File: src/rtl/uart_echo_fifo.sv
// uart_echo_fifo: configurable UART receiver feeding a character FIFO that a
// gated transmitter drains, echoing every good frame back out on uart_tx.
module uart_echo_fifo #(
    parameter int CLK_FREQ   = 50000000,
    parameter int UART_BPS   = 115200,
    parameter int DATA_BITS  = 8,
    parameter int PARITY     = 0,
    parameter int STOP_BITS  = 1,
    parameter int FIFO_DEPTH = 16
) (
    input  logic                             clk,
    input  logic                             rst_n,
    input  logic                             uart_rx,
    output logic                             uart_tx,
    input  logic                             echo_en,
    output logic [$clog2(FIFO_DEPTH+1)-1:0]  fifo_count,
    output logic                             rx_frame_err,
    output logic                             rx_parity_err,
    output logic                             rx_overflow
);
    localparam int BAUD_DIV = CLK_FREQ / UART_BPS;
    localparam int CW = $clog2(FIFO_DEPTH + 1);
    localparam int AW = $clog2(FIFO_DEPTH);
    localparam int BW = $clog2(2 * BAUD_DIV + 1);
    localparam logic [BW-1:0] BIT_END  = BW'(BAUD_DIV - 1);
    localparam logic [BW-1:0] HALF_END = BW'(BAUD_DIV / 2 - 1);
    localparam logic [BW-1:0] STOP_END = BW'(STOP_BITS * BAUD_DIV - 1);
    localparam logic [2:0] LAST_BIT = 3'(DATA_BITS - 1);
    localparam logic [CW-1:0] FULL = CW'(FIFO_DEPTH);
    localparam logic PAR_ODD = (PARITY == 1);
    localparam logic HAS_PAR = (PARITY != 0);

    typedef enum logic [2:0] {IDLE, START, DATA, PAR, STOP} state_t;

    logic                 sync1_q, sync2_q, prev_q;
    state_t               rx_st_q;
    logic [BW-1:0]        rx_cnt_q;
    logic [2:0]           rx_bit_q;
    logic [DATA_BITS-1:0] rx_sh_q;
    logic                 rx_par_q;
    logic                 push_q;
    logic [DATA_BITS-1:0] push_data_q;
    logic                 par_bad;

    assign par_bad = HAS_PAR && (((^rx_sh_q) ^ rx_par_q) != PAR_ODD);

    always_ff @(posedge clk or negedge rst_n) begin
        if (!rst_n) begin
            sync1_q       <= 1'b1;
            sync2_q       <= 1'b1;
            prev_q        <= 1'b1;
            rx_st_q       <= IDLE;
            rx_cnt_q      <= '0;
            rx_bit_q      <= '0;
            rx_sh_q       <= '0;
            rx_par_q      <= 1'b0;
            push_q        <= 1'b0;
            push_data_q   <= '0;
            rx_frame_err  <= 1'b0;
            rx_parity_err <= 1'b0;
        end else begin
            sync1_q       <= uart_rx;
            sync2_q       <= sync1_q;
            prev_q        <= sync2_q;
            rx_cnt_q      <= rx_cnt_q + 1'b1;
            push_q        <= 1'b0;
            rx_frame_err  <= 1'b0;
            rx_parity_err <= 1'b0;
            case (rx_st_q)
                IDLE: begin
                    rx_cnt_q <= '0;
                    if (prev_q && !sync2_q) rx_st_q <= START;
                end
                START: if (rx_cnt_q == HALF_END) begin
                    rx_cnt_q <= '0;
                    rx_bit_q <= '0;
                    rx_st_q  <= sync2_q ? IDLE : DATA;
                end
                DATA: if (rx_cnt_q == BIT_END) begin
                    rx_cnt_q <= '0;
                    rx_bit_q <= rx_bit_q + 1'b1;
                    rx_sh_q  <= {sync2_q, rx_sh_q[DATA_BITS-1:1]};
                    if (rx_bit_q == LAST_BIT) rx_st_q <= HAS_PAR ? PAR : STOP;
                end
                PAR: if (rx_cnt_q == BIT_END) begin
                    rx_cnt_q <= '0;
                    rx_par_q <= sync2_q;
                    rx_st_q  <= STOP;
                end
                default: if (rx_cnt_q == BIT_END) begin
                    // framing error wins over parity; only the first stop bit is checked
                    rx_st_q       <= IDLE;
                    rx_frame_err  <= !sync2_q;
                    rx_parity_err <= sync2_q && par_bad;
                    push_q        <= sync2_q && !par_bad;
                    push_data_q   <= rx_sh_q;
                end
            endcase
        end
    end

    logic [DATA_BITS-1:0] mem_q [FIFO_DEPTH];
    logic [AW-1:0]        wr_q, rd_q;
    logic [CW-1:0]        count_q, count_d;
    state_t               tx_st_q;
    logic                 pop, push_ok;

    assign pop     = (tx_st_q == IDLE) && echo_en && (count_q != '0);
    assign push_ok = push_q && ((count_q != FULL) || pop);
    assign count_d = count_q + CW'(push_ok) - CW'(pop);
    assign fifo_count = count_q;

    always_ff @(posedge clk) if (push_ok) mem_q[wr_q] <= push_data_q;

    always_ff @(posedge clk or negedge rst_n) begin
        if (!rst_n) begin
            wr_q        <= '0;
            rd_q        <= '0;
            count_q     <= '0;
            rx_overflow <= 1'b0;
        end else begin
            wr_q        <= wr_q + AW'(push_ok);
            rd_q        <= rd_q + AW'(pop);
            count_q     <= count_d;
            rx_overflow <= push_q && !push_ok;
        end
    end

    logic [BW-1:0]        tx_cnt_q;
    logic [2:0]           tx_bit_q;
    logic [DATA_BITS-1:0] tx_sh_q;
    logic                 tx_par_q, tx_q;

    assign uart_tx = tx_q;

    always_ff @(posedge clk or negedge rst_n) begin
        if (!rst_n) begin
            tx_st_q  <= IDLE;
            tx_cnt_q <= '0;
            tx_bit_q <= '0;
            tx_sh_q  <= '0;
            tx_par_q <= 1'b0;
            tx_q     <= 1'b1;
        end else begin
            tx_cnt_q <= tx_cnt_q + 1'b1;
            case (tx_st_q)
                IDLE: begin
                    tx_cnt_q <= '0;
                    tx_q     <= 1'b1;
                    if (pop) begin
                        tx_sh_q  <= mem_q[rd_q];
                        tx_par_q <= (^mem_q[rd_q]) ^ PAR_ODD;
                        tx_bit_q <= '0;
                        tx_q     <= 1'b0;
                        tx_st_q  <= START;
                    end
                end
                START: if (tx_cnt_q == BIT_END) begin
                    tx_cnt_q <= '0;
                    tx_q     <= tx_sh_q[0];
                    tx_st_q  <= DATA;
                end
                DATA: if (tx_cnt_q == BIT_END) begin
                    tx_cnt_q <= '0;
                    tx_bit_q <= tx_bit_q + 1'b1;
                    tx_sh_q  <= tx_sh_q >> 1;
                    tx_q     <= tx_sh_q[1];
                    if (tx_bit_q == LAST_BIT) begin
                        tx_st_q <= HAS_PAR ? PAR : STOP;
                        tx_q    <= HAS_PAR ? tx_par_q : 1'b1;
                    end
                end
                PAR: if (tx_cnt_q == BIT_END) begin
                    tx_cnt_q <= '0;
                    tx_q     <= 1'b1;
                    tx_st_q  <= STOP;
                end
                default: if (tx_cnt_q == STOP_END) tx_st_q <= IDLE;
            endcase
        end
    end
endmodule
File: config.mk
export PLATFORM = sky130hd
export DESIGN_NAME = uart_echo_fifo
export DESIGN_NICKNAME = d
export VERILOG_FILES = /design/src/rtl/uart_echo_fifo.sv
export SDC_FILE = /design/constraint.sdc
export NUM_CORES = 1
export LEC_CHECK = 0
export CELL_PAD_IN_SITES_DETAIL_PLACEMENT = 0
export CELL_PAD_IN_SITES_GLOBAL_PLACEMENT = 1
export CORE_MARGIN = 2
export CORE_UTILIZATION = 30
export DETAILED_ROUTE_END_ITERATION = 8
export PLACE_DENSITY_LB_ADDON = 0.1
export SYNTH_ARGS = -nofsm -noshare
export SYNTH_HDL_FRONTEND = slang
export SYNTH_SLANG_ARGS = --single-unit
File: constraint.sdc
create_clock -name clk -period 9.4 [get_ports clk]
set_input_delay 0.94 -clock clk [delete_from_list [all_inputs] [get_ports clk]]
set_output_delay 0.94 -clock clk [all_outputs]
set_load 0.01 [all_outputs]
==> flow_metrics.py <==
metrics = {
    "run": {
        "maxCapViolations": 0,
    },
    "floorplan": {
        "rows": 61,
        "start_util_pct": 30.4,
        "die_y_um": 172,
        "io_pins": 13,
        "die_w_um": 172,
        "fp.dieArea_um2": 29400,
        "core_area_um2": 27700,
    },
    "clock_tree": {
        "insertion_delay_ps": 500,
        "post_cts_buffers": 0,
        "clockBufferDepth": 3,
        "cts_made_buffers": 24,
        "path_clk_slew_ps": 60,
        "cts-resized-gates": 0,
        "cts_sinks": 204,
        "cts_hold_buf": 0,
        "htreeDepth": 1,
        "cts_tree": "built",
        "root_buffer": "clkbuf_16",
    },
    "final_layout": {
        "drive_gt1_share_pct": 19.0,
        "fillers": 2637,
        "final_common_cell": "edfxtp_1",
        "multiInputGateArea_um2": 2500,
        "mostFrequentLayoutCells": "edfxtp_1, dfrtp_1, nor2_1",
        "areaGrowthSynthToFinish_pct": 15.1,
        "fin_area_um2": 9700,
        "seq_area_um2": 5750,
        "antennaDiodeCount": 0,
        "nets": 570,
    },
    "synthesis": {
        "netlist_top_cells_area": "edfxtp_1, dfrtp_1, mux4_2, ha_1, mux2_2",
        "yosysTopAreaCellShare_pct": 45.6,
        "synth_top_cell_by_area": "edfxtp_1",
        "synth-seq-cells": 204,
        "synth_edf_count": 128,
        "syn_avg_cell_area_um2": 15.9,
        "synth_nets": 553,
        "synth-main-ff-cell": "edfxtp_1",
        "synthArstFlopShare_pct": 37.3,
        "yosysWarnings": 0,
        "ys_seq_area_share_pct": 68.3,
        "synth.distinct_cells": 53,
        "netlist_area_um2": 8430,
        "netlist_instances": 529,
    },
    "setup_path": {
        "worstPathArrival_ps": 3620,
        "cp-start-kind": "primary input",
        "required_ps": 9520,
        "end_kind": "register",
        "crit_type": "in -> reg",
        "path_max_fanout": 8,
    },
    "global_route": {
        "track_usage_pct": 12.5,
        "grt_max_degree": 60,
        "grt-ovfl-total": 0,
        "antenna_found_initial": 0,
        "grt_pass1_wl_um": 27700,
        "grt_pass1_vias": 4565,
    },
    "routing": {
        "ant_nets": 0,
        "wl_um": 17500,
        "viasPerCell": 4.66,
        "drc": 0,
        "dr.pass1.iters": 4,
        "drt_iter0_markers": 366,
        "vias": 4377,
        "wire_per_inst_um": 18.6,
    },
    "timing": {
        "rsz0062_at_grt": "no",
        "tightestPinTransition_ps": 1150,
        "layout_min_cycle_time_ps": 3500,
        "finalHoldViolations": 0,
        "drv_slew": 0,
        "hold_ws_ps": 321,
        "clock.fmax_ghz": 0.286,
        "period_share_pct": 37.2,
        "fin_skew_ps": 9.13,
        "setup_tns_ps": 0,
        "setup_viol": 0,
        "slew-limit-headroom_pct": 23.0,
    },
    "power_and_ir_drop": {
        "powerDensity_nw_per_um2": 203,
        "power_uw": 1970,
        "leakagePower_uw": 0.00381,
        "ir_drop_mv": 0.108,
    },
    "place": {
        "postPlaceCellArea_um2": 8920,
        "placement.io_buffers": 11,
        "place_hpwl_um": 11500,
        "gp_congestion": 0.712,
    },
    "outcome": {
        "status": "finished clean",
    },
    "hold_path": {
        "hold_class": "in -> async",
    },
}
## cell families (layout without fill, tap and decap cells)
logic type,Yosys count,in the layout,synth area share [%]
mux,52,52,11.3
compound gates,63,63,5.15
buf+inv,41,74,2.09
flops,204,204,68.3
fa+ha+maj,20,20,3.06
other cells,1,1,0.0445
xor+xnor,24,24,2.49
simple gates,124,124,7.57
## cell usage after synthesis, types with 2 or more instances
cell type,n
clkbuf_1,18
a211o_1,7
a22oi_1,14
or2_2,2
dfrtp_1,72
nor2b_1,3
nand3b_1,3
mux2_2,17
nand4_1,3
a22o_1,2
buf_6,2
o21ai_0,7
edfxtp_1,128
or4b_4,2
or3_1,2
nand3_1,13
nor2_1,43
or3b_2,2
nand2b_1,3
nor4b_1,3
inv_1,17
nor3_1,9
and3_1,2
xor2_1,11
dfstp_2,4
ha_1,19
nand2_1,22
a32o_1,2
buf_2,3
and2_1,2
mux2i_1,2
xnor2_1,13
mux4_2,33
and4_1,2
a21oi_1,19
nor3b_1,3
a21o_1,4
## final timing paths
path | startpoint | end | slack [ps] | cells after the start
min | rst_n | wr_q[3] | 320 | 1
min reg2reg | sync1_q | sync2_q | 350 | 0
max reg2reg | tx_st_q[1] | mem_q[3][3] | 6250 | 5
max in group asynchronous | rst_n | rd_q[0] | 7960 | 2
max | echo_en | mem_q[3][3] | 5900 | 6
min in group clk | sync1_q | sync2_q | 350 | 0
## routing by layer
layer | vias up | global-route usage [%] | part of all wire, % | wire length [µm]
met2 | 82 | 19.3 | 46 | 8060
met4 | 0 | 3.46 | 2.1 | 371
met5 | - | 0 | 0 | 0
li1 | 2033 | - | - | -
met1 | 2238 | 18.1 | 47 | 8300
met3 | 24 | 2.16 | 4.4 | 763
## state kept, by name, indices dropped and copies added, names as in the netlist, 5 cells and up
signal,cells
fifo_count,5
mem_q,128
push_data_q,8
rx_cnt_q,10
rx_sh_q,8
tx_cnt_q,10
tx_sh_q,8
## where the power goes
group	switching (µW)	internal (µW)	total, µW
registers	24.1	960	984
logic	49.6	38.1	87.7
clock network	357	541	898
total	431	1540	1970
## area by class of cell
cell class | instances | share of cell area [%]
tap | 378 | 4.88
clock inverter | 14 | 1.38
timing repair buffer | 15 | 1.42
sequential | 204 | 59.3
multi-input combinational | 284 | 25.8
inverter | 17 | 0.658
clock buffer | 28 | 6.57
## worst max-delay path: stages
cell and delay (ps):
clkdlybuf4s50_1 450, nor4b_1 630, o31ai_1 290, inv_1 180
nand3_1 200, nor3_1 920
## metrics by stage
| stage | utilization [%] | worst slack [ps] | instances |
|---|---|---|---|
| floorplan | - | 6300 | 529 |
| global placement | 32.2 | 5370 | 898 |
| detailed placement | 32.2 | 5260 | 898 |
| CTS | 35.0 | 5800 | 940 |
| global route | 35.0 | 5530 | 940 |
| finish | 35.0 | 5900 | 940 |
(Power assumes the default switching activity.)
